--- config.mk ---
export PLATFORM = sky130hd
export DESIGN_NAME = sseg_frame_arbiter
export DESIGN_NICKNAME = d
export VERILOG_FILES = /design/src/rtl/sseg_frame_arbiter.sv
export SDC_FILE = /design/constraint.sdc
export NUM_CORES = 1
export LEC_CHECK = 0
export BUFFER_PORTS_ARGS = -buffer_cell sky130_fd_sc_hd__buf_2
export CAP_MARGIN = 20
export CELL_PAD_IN_SITES_DETAIL_PLACEMENT = 0
export CELL_PAD_IN_SITES_GLOBAL_PLACEMENT = 1
export CORE_MARGIN = 2
export CORE_UTILIZATION = 35
export DETAILED_ROUTE_END_ITERATION = 16
export PLACE_DENSITY = 0.78
export SETUP_SLACK_MARGIN = 0.5
export SKIP_CTS_REPAIR_TIMING = 1
export SYNTH_ARGS = -nofsm -noshare
export SYNTH_HDL_FRONTEND = slang
export SYNTH_SLANG_ARGS = --single-unit
--- constraint.sdc ---
create_clock -name clk -period 2.6 [get_ports clk]
set_input_delay 0.39 -clock clk [delete_from_list [all_inputs] [get_ports clk]]
set_output_delay 0.39 -clock clk [all_outputs]
set_load 0.01 [all_outputs]
--- src/rtl/sseg_frame_arbiter.sv ---
`default_nettype none
// ============================================================================
//  Module      : sseg_frame_arbiter
//  Description : Round-robin arbiter that shares one 8-digit seven-segment
//                driver between three display clients. The arbiter enforces a
//                minimum hold time before another client can take over. It
//                registers the owner's frame onto the digit inputs, applies
//                optional blinking, and blanks the display when idle.
//  Revision    : 1.0  initial release
// ============================================================================
module sseg_frame_arbiter #(
    parameter int HOLD_TICKS  = 100_000_000,
    parameter int BLINK_TICKS = 25_000_000
) (
    input  logic        clk,
    input  logic        reset,
    input  logic [2:0]  req,
    input  logic [2:0]  blink,
    input  logic [47:0] frame0,
    input  logic [47:0] frame1,
    input  logic [47:0] frame2,
    output logic [2:0]  gnt,
    output logic        busy,
    output logic [5:0]  I0,
    output logic [5:0]  I1,
    output logic [5:0]  I2,
    output logic [5:0]  I3,
    output logic [5:0]  I4,
    output logic [5:0]  I5,
    output logic [5:0]  I6,
    output logic [5:0]  I7
);

    localparam int                 c_MAX_TICKS  = (HOLD_TICKS > BLINK_TICKS) ? HOLD_TICKS : BLINK_TICKS;
    localparam int                 c_CNT_W      = $clog2(c_MAX_TICKS + 1);
    localparam logic [c_CNT_W-1:0] c_HOLD_LOAD  = c_CNT_W'(HOLD_TICKS - 1);
    localparam logic [c_CNT_W-1:0] c_BLINK_LAST = c_CNT_W'(BLINK_TICKS - 1);
    localparam logic [c_CNT_W-1:0] c_CNT_ONE    = c_CNT_W'(1);

    localparam logic [0:0] c_S_IDLE = 1'b0;
    localparam logic [0:0] c_S_OWN  = 1'b1;

    // Index of a one-hot grant vector (0 when the vector is empty).
    function automatic logic [1:0] f_onehot_idx(input logic [2:0] oh);
        logic [1:0] idx;
        idx = 2'd0;
        if (oh[1]) idx = 2'd1;
        if (oh[2]) idx = 2'd2;
        return idx;
    endfunction

    // First requester after position p, searching p+1, p+2, p (mod 3).
    function automatic logic [2:0] f_rr_pick(input logic [2:0] r, input logic [1:0] p);
        logic [1:0] a;
        logic [1:0] b;
        logic [2:0] pick;
        a    = (p == 2'd2) ? 2'd0 : p + 2'd1;
        b    = (a == 2'd2) ? 2'd0 : a + 2'd1;
        pick = 3'b000;
        if (r[a])      pick[a] = 1'b1;
        else if (r[b]) pick[b] = 1'b1;
        else if (r[p]) pick[p] = 1'b1;
        return pick;
    endfunction

    logic [0:0]         r_state;
    logic [2:0]         r_gnt;
    logic [1:0]         r_ptr;
    logic [c_CNT_W-1:0] r_hold;
    logic [c_CNT_W-1:0] r_blink_cnt;
    logic               r_blink_on;
    logic [7:0][5:0]    r_digits;

    logic [0:0]         w_state_nxt;
    logic [2:0]         w_gnt_nxt;
    logic [1:0]         w_ptr_nxt;
    logic [c_CNT_W-1:0] w_hold_nxt;

    logic [1:0]         w_owner;
    logic [2:0]         w_others;
    logic [2:0]         w_rotate;
    logic               w_owner_req;
    logic               w_owner_blink;
    logic               w_blank;
    logic [47:0]        w_frame;
    logic [7:0][5:0]    w_digits;

    assign w_owner       = f_onehot_idx(r_gnt);
    assign w_others      = req & ~r_gnt;
    assign w_rotate      = f_rr_pick(w_others, w_owner);
    assign w_owner_req   = |(req & r_gnt);
    assign w_owner_blink = |(blink & r_gnt);
    assign w_blank       = w_owner_blink & ~r_blink_on;

    // Arbitration: pick the next owner, hold time and last-owner pointer.
    always_comb begin
        w_state_nxt = r_state;
        w_gnt_nxt   = r_gnt;
        w_ptr_nxt   = r_ptr;
        w_hold_nxt  = r_hold;
        case (r_state)
            c_S_IDLE: begin
                if (req != 3'b000) begin
                    w_gnt_nxt   = f_rr_pick(req, r_ptr);
                    w_hold_nxt  = c_HOLD_LOAD;
                    w_state_nxt = c_S_OWN;
                end
            end
            c_S_OWN: begin
                if (!w_owner_req) begin
                    // Release: hand straight over to a waiting client if any.
                    w_ptr_nxt = w_owner;
                    w_gnt_nxt = w_rotate;
                    if (w_others != 3'b000) begin
                        w_hold_nxt  = c_HOLD_LOAD;
                        w_state_nxt = c_S_OWN;
                    end else begin
                        w_hold_nxt  = '0;
                        w_state_nxt = c_S_IDLE;
                    end
                end else if (r_hold == '0) begin
                    // Hold expired: rotate only if someone else is waiting.
                    if (w_others != 3'b000) begin
                        w_ptr_nxt  = w_owner;
                        w_gnt_nxt  = w_rotate;
                        w_hold_nxt = c_HOLD_LOAD;
                    end
                end else begin
                    w_hold_nxt = r_hold - c_CNT_ONE;
                end
            end
            default: begin
                w_state_nxt = c_S_IDLE;
                w_gnt_nxt   = 3'b000;
                w_hold_nxt  = '0;
            end
        endcase
    end

    // Arbitration state registers.
    always_ff @(posedge clk) begin
        if (reset) begin
            r_state <= c_S_IDLE;
            r_gnt   <= 3'b000;
            r_ptr   <= 2'd2;
            r_hold  <= '0;
        end else begin
            r_state <= w_state_nxt;
            r_gnt   <= w_gnt_nxt;
            r_ptr   <= w_ptr_nxt;
            r_hold  <= w_hold_nxt;
        end
    end

    // Blink timer: restarts in the on phase on ownership change or blink off.
    always_ff @(posedge clk) begin
        if (reset) begin
            r_blink_cnt <= '0;
            r_blink_on  <= 1'b1;
        end else if ((w_gnt_nxt != r_gnt) || !w_owner_blink) begin
            r_blink_cnt <= '0;
            r_blink_on  <= 1'b1;
        end else if (r_blink_cnt == c_BLINK_LAST) begin
            r_blink_cnt <= '0;
            r_blink_on  <= ~r_blink_on;
        end else begin
            r_blink_cnt <= r_blink_cnt + c_CNT_ONE;
        end
    end

    // Frame of the current owner; all zero when nobody is granted.
    always_comb begin
        w_frame = 48'd0;
        case (r_gnt)
            3'b001:  w_frame = frame0;
            3'b010:  w_frame = frame1;
            3'b100:  w_frame = frame2;
            default: w_frame = 48'd0;
        endcase
    end

    // Off phase of blink clears each digit's enable; hex and dp pass through.
    genvar gi;
    generate
        for (gi = 0; gi < 8; gi++) begin : g_digit
            assign w_digits[gi] = {w_frame[6*gi+5] & ~w_blank, w_frame[6*gi +: 5]};
        end
    endgenerate

    // Digit output registers, refreshed every cycle.
    always_ff @(posedge clk) begin
        if (reset) begin
            r_digits <= '0;
        end else begin
            r_digits <= w_digits;
        end
    end

    assign gnt  = r_gnt;
    assign busy = |r_gnt;
    assign I0   = r_digits[0];
    assign I1   = r_digits[1];
    assign I2   = r_digits[2];
    assign I3   = r_digits[3];
    assign I4   = r_digits[4];
    assign I5   = r_digits[5];
    assign I6   = r_digits[6];
    assign I7   = r_digits[7];

    // The grant is never multi-hot.
    a_gnt_onehot0: assert property (@(posedge clk) disable iff (reset) $onehot0(r_gnt));

endmodule
`default_nettype wire

==> out/metrics.csv, run 1 <==
stage;metric;value;unit
outcome;outcome;finished clean;
detailed_routing;Routed WL per cell;15.6;um
critical_path;Critical Path Start Type;flip-flop;
layout;commonest non-fill, non-tap cell in the layout;buf_2;
detailed_routing;Total Wirelength;17000;um
min_path;Min-Delay Startpoint;frame2[4];
layout;number of nets in the layout;1029;
critical_path;slowest cell on the critical path;or4_4;
sta;Final Setup Violations;0;
yosys;Post-synth EDFFs;0;
floorplanning;Die ar.;16800;um^2
grt;Total GRT Usage;0.203;
cts;clock latency on the worst-skew pair;0.36;ns
sta;Rel. slew slack;0.595;
critical_path;reg-to-reg endpoint;r_hold[14];
critical_path;CP peak stage delay;0.64;ns
grt;Remaining Overflow, GRT;0;
critical_path;Bufs and invs on worst path;2;
layout;fillers;1572;
detailed_routing;ANT nets after route;0;
place;worst slack, placed;0.162;ns
place;HPWL after DPL;12300;um
sta;setup tns final;0;ns
sta;Final WS setup;0.376;ns
yosys;Yosys warnings;0;
detailed_routing;DRT iter0 DRCs;332;
floorplanning;Core Area;15300;um^2
sta;RSZ-0062 raised after global routing;yes;
power_and_ir_drop;Pwr Density;569;nW/um^2
yosys;Synth Cell Area;5520;um^2
detailed_routing;DRC viols;0;
critical_path;critical path data required time;2.85;ns
critical_path;kind of end point of the critical path;flip-flop;
critical_path;Max FO, Critical Path;7;
yosys;post-synthesis cell type count;59;
grt;global-route wire length before repair;27100;um
floorplanning;die width;130;um
floorplanning;Initial Util;0.360;
yosys;register area share after synthesis;0.395;
sta;Fin Clk Skew;0.0132;ns
sta;final worst path period need;2.22;ns
floorplanning;FP Rows;45;
power_and_ir_drop;leakage;3.02;nW
cts;CTS sink cnt;109;
critical_path;reg2reg start;r_hold[0];
job;number of max-cap violations;0;
yosys;Post-Syn Area per Cell;8.12;um^2
cts;maximum clock insertion buffer count;2;
critical_path;worst reg2reg path depth;9;
yosys;Primary FF master, synth;dfxtp_1;
cts;clk slew on worst S/H paths;0.08;ns
place;port bufs;203;
critical_path;Arr. time, crit path;2.48;ns
grt;vias in the first global route;5367;
min_path;Hold EP;I0[4];
min_path;WHS Path Cells;3;
yosys;number of synthesized register bits;109;
floorplanning;Ports;204;
yosys;Post-Syn Nets;834;
sta;period utilization;0.855;
layout;layout overhead on the synthesized area;33.5;%
sta;slew of the pin with the lowest slew margin;0.606;ns
critical_path;worst reg-to-reg setup slack;0.38;ns
critical_path;CP Class;reg2reg;
cts;CTS tree;yes;
cts;clk root buf;clkbuf_16;
detailed_routing;DR vias;5675;
floorplanning;Die H;130;um
sta;final hold vios;0;
layout;share of cells above drive strength 1;0.352;
min_path;hold crit path type;in2reg;
detailed_routing;drt pass-1 iters;4;
yosys;FFs w/ async S/R, synth;0;
critical_path;CP cell instances;inv_4 > ha_4 > nor3b_4 > nand4_1 > or4_4 > buf_4 > nand2_2 > a21oi_1 > o21a_1;
layout;most frequent cells in the layout;203 x buf_2, 139 x nor2_1, 104 x dfxtp_1, 65 x a21oi_1, 48 x a22oi_1;
grt;largest net degree at the start of global routing;56;
detailed_routing;Via density;5.21;
sta;Slew Viols, Final;0;
cts;htree depth;3;
sta;fmax;0.450;GHz
cts;Num CTS Buffers;9;
layout;ant diodes;0;
place;routability cong.;0.819;
power_and_ir_drop;peak supply drop;0.312;mV
critical_path;critical path's top delay family;simple AND/OR/NAND/NOR gates;
grt;initial antenna violation count;0;
yosys;Syn Inst Count;680;
-- metrics by stage --
step                      total power [mW]  utilization  area (um^2)  std cells  hold slack (ns)
after floorplan                       2.33            -         5590        680            0.438
after global placement                2.64        0.447         6840       1065            0.459
after detailed placement              2.64        0.447         6840       1065            0.466
after CTS                             4.20        0.468         7170       1080            0.240
after global routing                  4.41        0.481         7370       1090            0.243
final                                 4.19        0.481         7370       1090            0.248
-- power by group --
group	total (mW)	internal [mW]	switching, mW
Clock	1.55	0.881	0.669
Combinational	0.827	0.360	0.467
Sequential	1.81	1.75	0.0667
-- area by class of cell --
cell class                      count  area (um^2)  share of cell area
Tap cell                          211          264              0.0358
Timing Repair Buffer              234         1290               0.175
Inverter                            9         38.8             0.00526
Sequential cell                   109         2200               0.298
Multi-Input combinational cell    512         3250               0.442
Clock inverter                      5         88.8              0.0121
Clock buffer                       10          239              0.0324
-- worst reg2reg max path, cell delays in order, from the launching register on --
cell and delay [ns]:
dfxtp_4 0.36, inv_4 0.07, ha_4 0.13, nor3b_4 0.26, nand4_1 0.17, or4_4 0.64, buf_4 0.18, nand2_2 0.08
a21oi_1 0.05, o21a_1 0.17
-- worst max-delay path by stage --
stage / from / to / slack, ns / depth (start not counted)
after floorplan: req[2] / r_hold[4] / 0.50 / 9
after global placement: req[1] / r_blink_cnt[1] / 0.20 / 7
after detailed placement: req[1] / r_blink_cnt[1] / 0.16 / 7
after CTS: r_hold[1] / r_blink_cnt[1] / 0.28 / 8
after global routing: r_hold[0] / r_hold[21] / 0.29 / 8
final: r_hold[0] / r_hold[14] / 0.38 / 9
-- Yosys cell counts, drive strengths merged, types with 3 or more instances --
cell type,n,area [um^2]
buf,24,140
nor4b,3,26.3
nand2,26,97.6
nand3,14,70.1
inv,9,33.8
and2,3,18.8
nor4,23,234
nor2b,10,62.6
a31oi,5,31.3
dfxtp,109,2180
xnor2,11,96.3
a22oi,48,360
o21ai,14,73.8
a211oi,3,22.5
nand3b,4,30.0
nor3,15,75.1
clkbuf,28,105
nand4,15,93.8
and4,8,70.1
or3,4,25.0
or4,4,30.0
o31ai,6,55.1
a21oi,74,374
nand2b,10,62.6
nor2,140,526
xor2,22,193
o32ai,3,26.3
a211o,3,26.3
a311oi,12,105
-- metal layers --
layer	part of all wire	GRT usage	up-vias
met3	0.067	0.0743	17
met1	0.43	0.247	2652
met4	0.014	0.0481	0
met5	0	0	-
met2	0.49	0.342	138
li1	-	-	2868
-- cells by family (layout without fill, tap and decap cells) --
family,count (synthesis),in the layout,synth area share
and+or+nand+nor,285,286,0.266
AOI/OAI and AO/OA,190,191,0.231
DFF,109,109,0.395
buffers and inverters,61,258,0.0506
xor gates and xnor gates,33,33,0.0524
adders and majority gates,2,2,0.00453
-- flip-flops by register name, summed over array words and instances (netlist names) --
signal,cells
r_blink_cnt,27
r_hold,27
I0,6
I1,6
I2,6
I3,6
I4,6
I5,6
I6,6
I7,6
gnt,3
r_ptr,2
r_blink_on,1
r_state,1
Power figures use the tool's default switching activity.
==> run 2, diff against run 1 <==
- ABC_AREA: default -> 1
- CORE_UTILIZATION: 35 -> 34
- PLACE_DENSITY: 0.78 -> 0.79
==> out/metrics.csv, run 2 <==
stage;metric;value;unit;change
outcome;outcome;finished clean;;unchanged
yosys;Post-Syn Nets;1049;;was 834
critical_path;CP Class;reg2reg;;unchanged
sta;setup tns final;0;ns;unchanged
power_and_ir_drop;Pwr Density;643;nW/um^2;was 569 nW/um^2
sta;period utilization;0.813;;was 0.855
power_and_ir_drop;clock power share;0.293;;was 0.370
yosys;Post-synth EDFFs;0;;unchanged
place;dpl cells;1302;;was 1065
layout;commonest non-fill, non-tap cell in the layout;nand2_1;;was buf_2
yosys;register area share after synthesis;0.379;;was 0.395
sta;final worst path period need;2.11;ns;was 2.22 ns
sta;RSZ-0062 raised after global routing;yes;;unchanged
grt;Total GRT Usage;0.196;;was 0.203
floorplanning;FP Rows;47;;was 45
job;number of max-cap violations;0;;unchanged
detailed_routing;Via density;4.62;;was 5.21
yosys;top cells by count, synth;304 x nand2_1, 114 x inv_1, 109 x dfxtp_1, 77 x nor2_1, 74 x nand3_1;;was 140 x nor2_1, 109 x dfxtp_1, 73 x a21oi_1, 48 x a22oi_1, 28 x clkbuf_1
detailed_routing;DR vias;6162;;was 5675
yosys;number of synthesized register bits;109;;unchanged
layout;fillers;1790;;was 1572
sta;Hold WS;0.289;ns;was 0.248 ns
layout;biggest registers after layout;r_blink_cnt: 27 flops, r_hold: 27 flops;;unchanged
detailed_routing;drt pass-1 iters;6;;was 4
detailed_routing;DRC viols;0;;unchanged
yosys;most frequent cell after synthesis;nand2_1;;was nor2_1
power_and_ir_drop;sw frac;0.351;;was 0.287
floorplanning;Die H;134;um;was 130 um
floorplanning;die width;134;um;was 130 um
floorplanning;Initial Util;0.347;;was 0.360
critical_path;Arr. time, crit path;2.41;ns;was 2.48 ns
place;routability cong.;0.853;;was 0.819
yosys;Syn Inst Count;895;;was 680
detailed_routing;ANT nets after route;0;;unchanged
grt;vias in the first global route;5883;;was 5367
grt;global-route wire length before repair;28100;um;was 27100 um
critical_path;critical path data required time;2.90;ns;was 2.85 ns
power_and_ir_drop;leakage;3.90;nW;was 3.02 nW
critical_path;Critical Path Start Type;flip-flop;;unchanged
sta;fmax;0.473;GHz;was 0.450 GHz
sta;final hold vios;0;;unchanged
power_and_ir_drop;peak supply drop;0.416;mV;was 0.312 mV
yosys;Synth area leaders;dfxtp_1 38%, nand2_1 20%, inv_1 7.4%;;was dfxtp_1 40%, nor2_1 9.5%, a21oi_1 6.6%
critical_path;Max FO, Critical Path;7;;unchanged
layout;most frequent cells in the layout;293 x nand2_1, 203 x buf_2, 104 x inv_1, 102 x dfxtp_1, 64 x nand3_1;;was 203 x buf_2, 139 x nor2_1, 104 x dfxtp_1, 65 x a21oi_1, 48 x a22oi_1
detailed_routing;Routed WL per cell;13.6;um;was 15.6 um
yosys;Yosys warnings;0;;unchanged
cts;maximum clock insertion buffer count;2;;unchanged
layout;fin area;7800;um^2;was 7370 um^2
sta;Fin Clk Skew;0.0135;ns;was 0.0132 ns
power_and_ir_drop;sequential power share;0.389;;was 0.433
sta;Rel. slew slack;0.691;;was 0.595
power_and_ir_drop;internal power;3.25;mW;was 2.99 mW
sta;slew of the pin with the lowest slew margin;0.464;ns;was 0.606 ns
cts;clk root buf;clkbuf_16;;unchanged
detailed_routing;Total Wirelength;18100;um;was 17000 um
yosys;post-synthesis cell type count;35;;was 59
power_and_ir_drop;Combinational Power Share;0.318;;was 0.198
sta;Slew Viols, Final;0;;unchanged
yosys;largest area contributor in the netlist;dfxtp_1;;unchanged
yosys;Synth Cell Area;5760;um^2;was 5520 um^2
critical_path;kind of end point of the critical path;flip-flop;;unchanged
place;HPWL after DPL;13200;um;was 12300 um
cts;clk slew on worst S/H paths;0.07;ns;was 0.08 ns
sta;Final WS setup;0.486;ns;was 0.376 ns
yosys;Primary FF master, synth;dfxtp_1;;unchanged
floorplanning;Core Area;16600;um^2;was 15300 um^2
cts;htree depth;3;;unchanged
detailed_routing;DRT iter0 DRCs;316;;was 332
place;port bufs;203;;unchanged
layout;share of cells above drive strength 1;0.325;;was 0.352
floorplanning;Die ar.;18000;um^2;was 16800 um^2
cts;clock latency on the worst-skew pair;0.36;ns;about the same
min_path;hold crit path type;in2reg;;unchanged
cts;CTS tree;yes;;unchanged
grt;largest net degree at the start of global routing;50;;was 56
yosys;FFs w/ async S/R, synth;0;;unchanged
yosys;top cell type's share of synthesized area;0.379;;was 0.395
yosys;Post-Syn Area per Cell;6.43;um^2;was 8.12 um^2
power_and_ir_drop;Psw;1.76;mW;was 1.20 mW
layout;layout overhead on the synthesized area;35.5;%;was 33.5%
cts;CTS sink cnt;109;;unchanged
grt;Remaining Overflow, GRT;0;;unchanged
sta;Final Setup Violations;0;;unchanged
layout;number of nets in the layout;1263;;was 1029
layout;final non-filler cell total;1335;;was 1090
floorplanning;Ports;204;;unchanged
cts;Num CTS Buffers;9;;unchanged
power_and_ir_drop;total power;5.02;mW;was 4.19 mW
layout;Final Util;0.470;;was 0.481
place;Placed Area;7040;um^2;was 6840 um^2
place;worst slack, placed;0.169;ns;was 0.162 ns
grt;initial antenna violation count;3;;was 0
[run 2: layout make-up]
class	count	area, um^2	area share
multi-input cells	636	3260	0.418
flip-flops and latches	109	2200	0.282
repair buffers	231	1270	0.163
inverters	121	464	0.0595
well taps	220	275	0.0353
clock buffers	10	239	0.0306
clock inverters	6	76.3	0.00979
repair inverters	1	7.51	0.000963
diodes	1	2.50	0.000321
[run 2: per-layer routing]
| metal | track usage | wire (um) | vias up |
|---|---|---|---|
| met1 | 0.220 | 7640 | 2738 |
| met4 | 0.0614 | 453 | 4 |
| li1 | - | - | 3226 |
| met5 | 0 | 22 | - |
| met3 | 0.0873 | 1480 | 34 |
| met2 | 0.334 | 8500 | 160 |
[run 2: worst paths after layout]
| kind | endpoint | from | depth (start not counted) | slack [ns] |
|---|---|---|---|---|
| min reg2reg | r_hold[9] | r_hold[9] | 1 | 0.44 |
| max | r_blink_cnt[19] | r_hold[0] | 17 | 0.49 |
| max reg2reg | r_blink_cnt[19] | r_hold[0] | 17 | 0.49 |
| min | I4[5] | frame0[29] | 3 | 0.29 |
[run 2: power by group through the flow]
stage | sequential (mW) | combinational [mW] | clock [mW]
after floorplan | 2.01 | 0.864 | 0
after global placement | 1.97 | 1.42 | 0
after detailed placement | 1.97 | 1.41 | 0
after CTS | 1.94 | 1.42 | 1.52
after global routing | 1.97 | 1.81 | 1.58
final | 1.95 | 1.59 | 1.47
[run 2: cell families (layout without fill, tap and decap cells)]
kind of cell,after synthesis,count (layout),share of synthesized area
AOI/OAI and AO/OA,80,80,0.0763
xor gates and xnor gates,28,28,0.0426
adders and majority gates,2,2,0.00435
buffers and inverters,152,369,0.104
DFF,109,109,0.379
other,0,1,0
and+or+nand+nor,524,526,0.393
[run 2: critical path, cell delays in order (launching register included)]
cell	delay, ns
dfxtp_4	0.37
inv_4	0.06
ha_4	0.13
nand2_2	0.06
inv_2	0.07
nand2_2	0.07
nor2_2	0.10
nand2_2	0.07
nand2_4	0.11
nand2_4	0.07
nand2_2	0.06
nand3_2	0.09
nand3_2	0.11
nand2_2	0.06
nor2_4	0.24
nand3_4	0.14
buf_12	0.18
nor2_1	0.08
==> run 3, diff against run 2 <==
- clock period: 2.6 -> 2.15 ns (I/O delays scaled with it)
==> out/metrics.csv, run 3 (synthesis results as in run 2) <==
stage;metric;value;unit;change
layout;commonest non-fill, non-tap cell in the layout;nand2_1;;unchanged
layout;share of cells above drive strength 1;0.329;;was 0.325
cts;clock latency on the worst-skew pair;0.35;ns;was 0.36 ns
sta;slew of the pin with the lowest slew margin;0.510;ns;was 0.464 ns
detailed_routing;DR vias;6233;;was 6162
sta;RSZ-0062 raised after global routing;yes;;unchanged
detailed_routing;DRT iter0 DRCs;297;;was 316
cts;Num CTS Buffers;9;;unchanged
layout;multi-input logic area;3260;um^2;about the same
sta;Final Setup Violations;0;;unchanged
detailed_routing;Routed WL per cell;13.5;um;was 13.6 um
layout;most frequent cells in the layout;291 x nand2_1, 203 x buf_2, 105 x inv_1, 102 x dfxtp_1, 66 x nand3_1;;was 293 x nand2_1, 203 x buf_2, 104 x inv_1, 102 x dfxtp_1, 64 x nand3_1
floorplanning;Die H;134;um;unchanged
layout;Register Area;2200;um^2;about the same
critical_path;Critical Path Start Type;flip-flop;;unchanged
grt;initial antenna violation count;3;;unchanged
outcome;outcome;finished clean;;unchanged
cts;clk slew on worst S/H paths;0.07;ns;about the same
place;routability cong.;0.865;;was 0.853
sta;Slew Viols, Final;0;;unchanged
cts;CTS sink cnt;109;;unchanged
cts;htree depth;3;;unchanged
place;Placed Area;7190;um^2;was 7040 um^2
cts;maximum clock insertion buffer count;2;;unchanged
place;port bufs;203;;unchanged
place;HPWL after DPL;13300;um;was 13200 um
critical_path;kind of end point of the critical path;flip-flop;;unchanged
grt;vias in the first global route;6008;;was 5883
critical_path;Max FO, Critical Path;7;;unchanged
cts;clk root buf;clkbuf_16;;unchanged
floorplanning;die width;134;um;unchanged
sta;final hold vios;0;;unchanged
sta;final worst path period need;2.07;ns;was 2.11 ns
sta;fmax;0.483;GHz;was 0.473 GHz
sta;period utilization;0.963;;was 0.813
min_path;hold crit path type;in2reg;;unchanged
detailed_routing;DRC viols;0;;unchanged
layout;layout overhead on the synthesized area;37.7;%;was 35.5%
critical_path;critical path data required time;2.44;ns;was 2.90 ns
detailed_routing;ANT nets after route;0;;unchanged
grt;Total GRT Usage;0.201;;was 0.196
critical_path;CP Class;reg2reg;;unchanged
critical_path;Arr. time, crit path;2.36;ns;was 2.41 ns
power_and_ir_drop;Pwr Density;774;nW/um^2;was 643 nW/um^2
job;number of max-cap violations;0;;unchanged
detailed_routing;Total Wirelength;18100;um;about the same
detailed_routing;Via density;4.64;;was 4.62
detailed_routing;drt pass-1 iters;4;;was 6
power_and_ir_drop;total power;6.13;mW;was 5.02 mW
power_and_ir_drop;leakage;3.97;nW;was 3.90 nW
floorplanning;Die ar.;18000;um^2;unchanged
layout;biggest registers after layout;r_blink_cnt: 27 flops, r_hold: 27 flops;;unchanged
floorplanning;FP Rows;47;;unchanged
grt;largest net degree at the start of global routing;50;;unchanged
sta;Rel. slew slack;0.657;;was 0.691
layout;fillers;1786;;was 1790
grt;Remaining Overflow, GRT;0;;unchanged
cts;CTS tree;yes;;unchanged
power_and_ir_drop;peak supply drop;0.387;mV;was 0.416 mV
layout;fin area;7930;um^2;was 7800 um^2
layout;number of nets in the layout;1269;;was 1263
grt;global-route wire length before repair;28800;um;was 28100 um
layout;Final Util;0.478;;was 0.470
sta;Fin Clk Skew;0.00878;ns;was 0.0135 ns
floorplanning;Ports;204;;unchanged
floorplanning;Initial Util;0.347;;unchanged
floorplanning;Core Area;16600;um^2;unchanged
==> run 3: cell count changes in the layout (fill, tap and decap cells not counted), sizes merged, moves of 2 or more <==
cell      change
buf           +7
clkbuf        +3
clkinvlp      -2
inv           -2
nand3         -2
==> run 3: metrics by stage <==
stage                     hold WS [ns]  setup TNS [ns]  instances  setup slack (ns)
final                            0.220               0       1342            0.0788
after global routing             0.214           -1.67       1342           -0.0739
after CTS                        0.205               0       1328             0.122
after detailed placement         0.441               0       1312             0.123
after global placement           0.432               0       1312             0.125
after floorplan                  0.392               0        895             0.341
==> run 3: critical path, cell delays in order (launching register included) <==
cell and delay [ns]:
dfxtp_4 0.36, inv_4 0.06, ha_4 0.15, nand2_4 0.06
inv_4 0.07, nand2_4 0.06, nor2_4 0.11, nand2_2 0.06
nand2_4 0.11, nand2_4 0.07, nand2_2 0.07, nand3_2 0.11
nand3_2 0.11, nand2_2 0.06, nor2_4 0.13, nand3_4 0.13
clkbuf_16 0.20, nor2_1 0.07
==> run 3: per-layer routing <==
metal	vias to the layer above	routed length [um]	GRT usage
met2	162	8760	0.347
li1	3226	-	-
met5	-	13	0
met3	28	1410	0.0760
met4	2	401	0.0684
met1	2815	7490	0.227
==> run 3: layout make-up <==
class / instances / share of cell area
inverters: 121 / 0.0584
multi-input cells: 634 / 0.412
well taps: 220 / 0.0347
repair buffers: 240 / 0.177
clock inverters: 5 / 0.0104
clock buffers: 11 / 0.0294
flip-flops and latches: 109 / 0.277
diodes: 2 / 0.000632
==> run 3: worst paths after layout <==
| kind | slack, ns | start | cells after the start | to |
|---|---|---|---|---|
| hold / removal | 0.22 | frame0[29] | 3 | I4[5] |
| hold reg to reg | 0.47 | r_blink_cnt[0] | 1 | r_blink_cnt[0] |
| setup / recovery | 0.08 | r_hold[0] | 17 | r_blink_cnt[24] |
| setup reg to reg | 0.08 | r_hold[0] | 17 | r_blink_cnt[24] |
==> run 3: power by group <==
part	internal (mW)	total (mW)	switching (mW)
sequential	2.23	2.35	0.116
clock	1.03	1.81	0.782
combinational	0.781	1.97	1.19
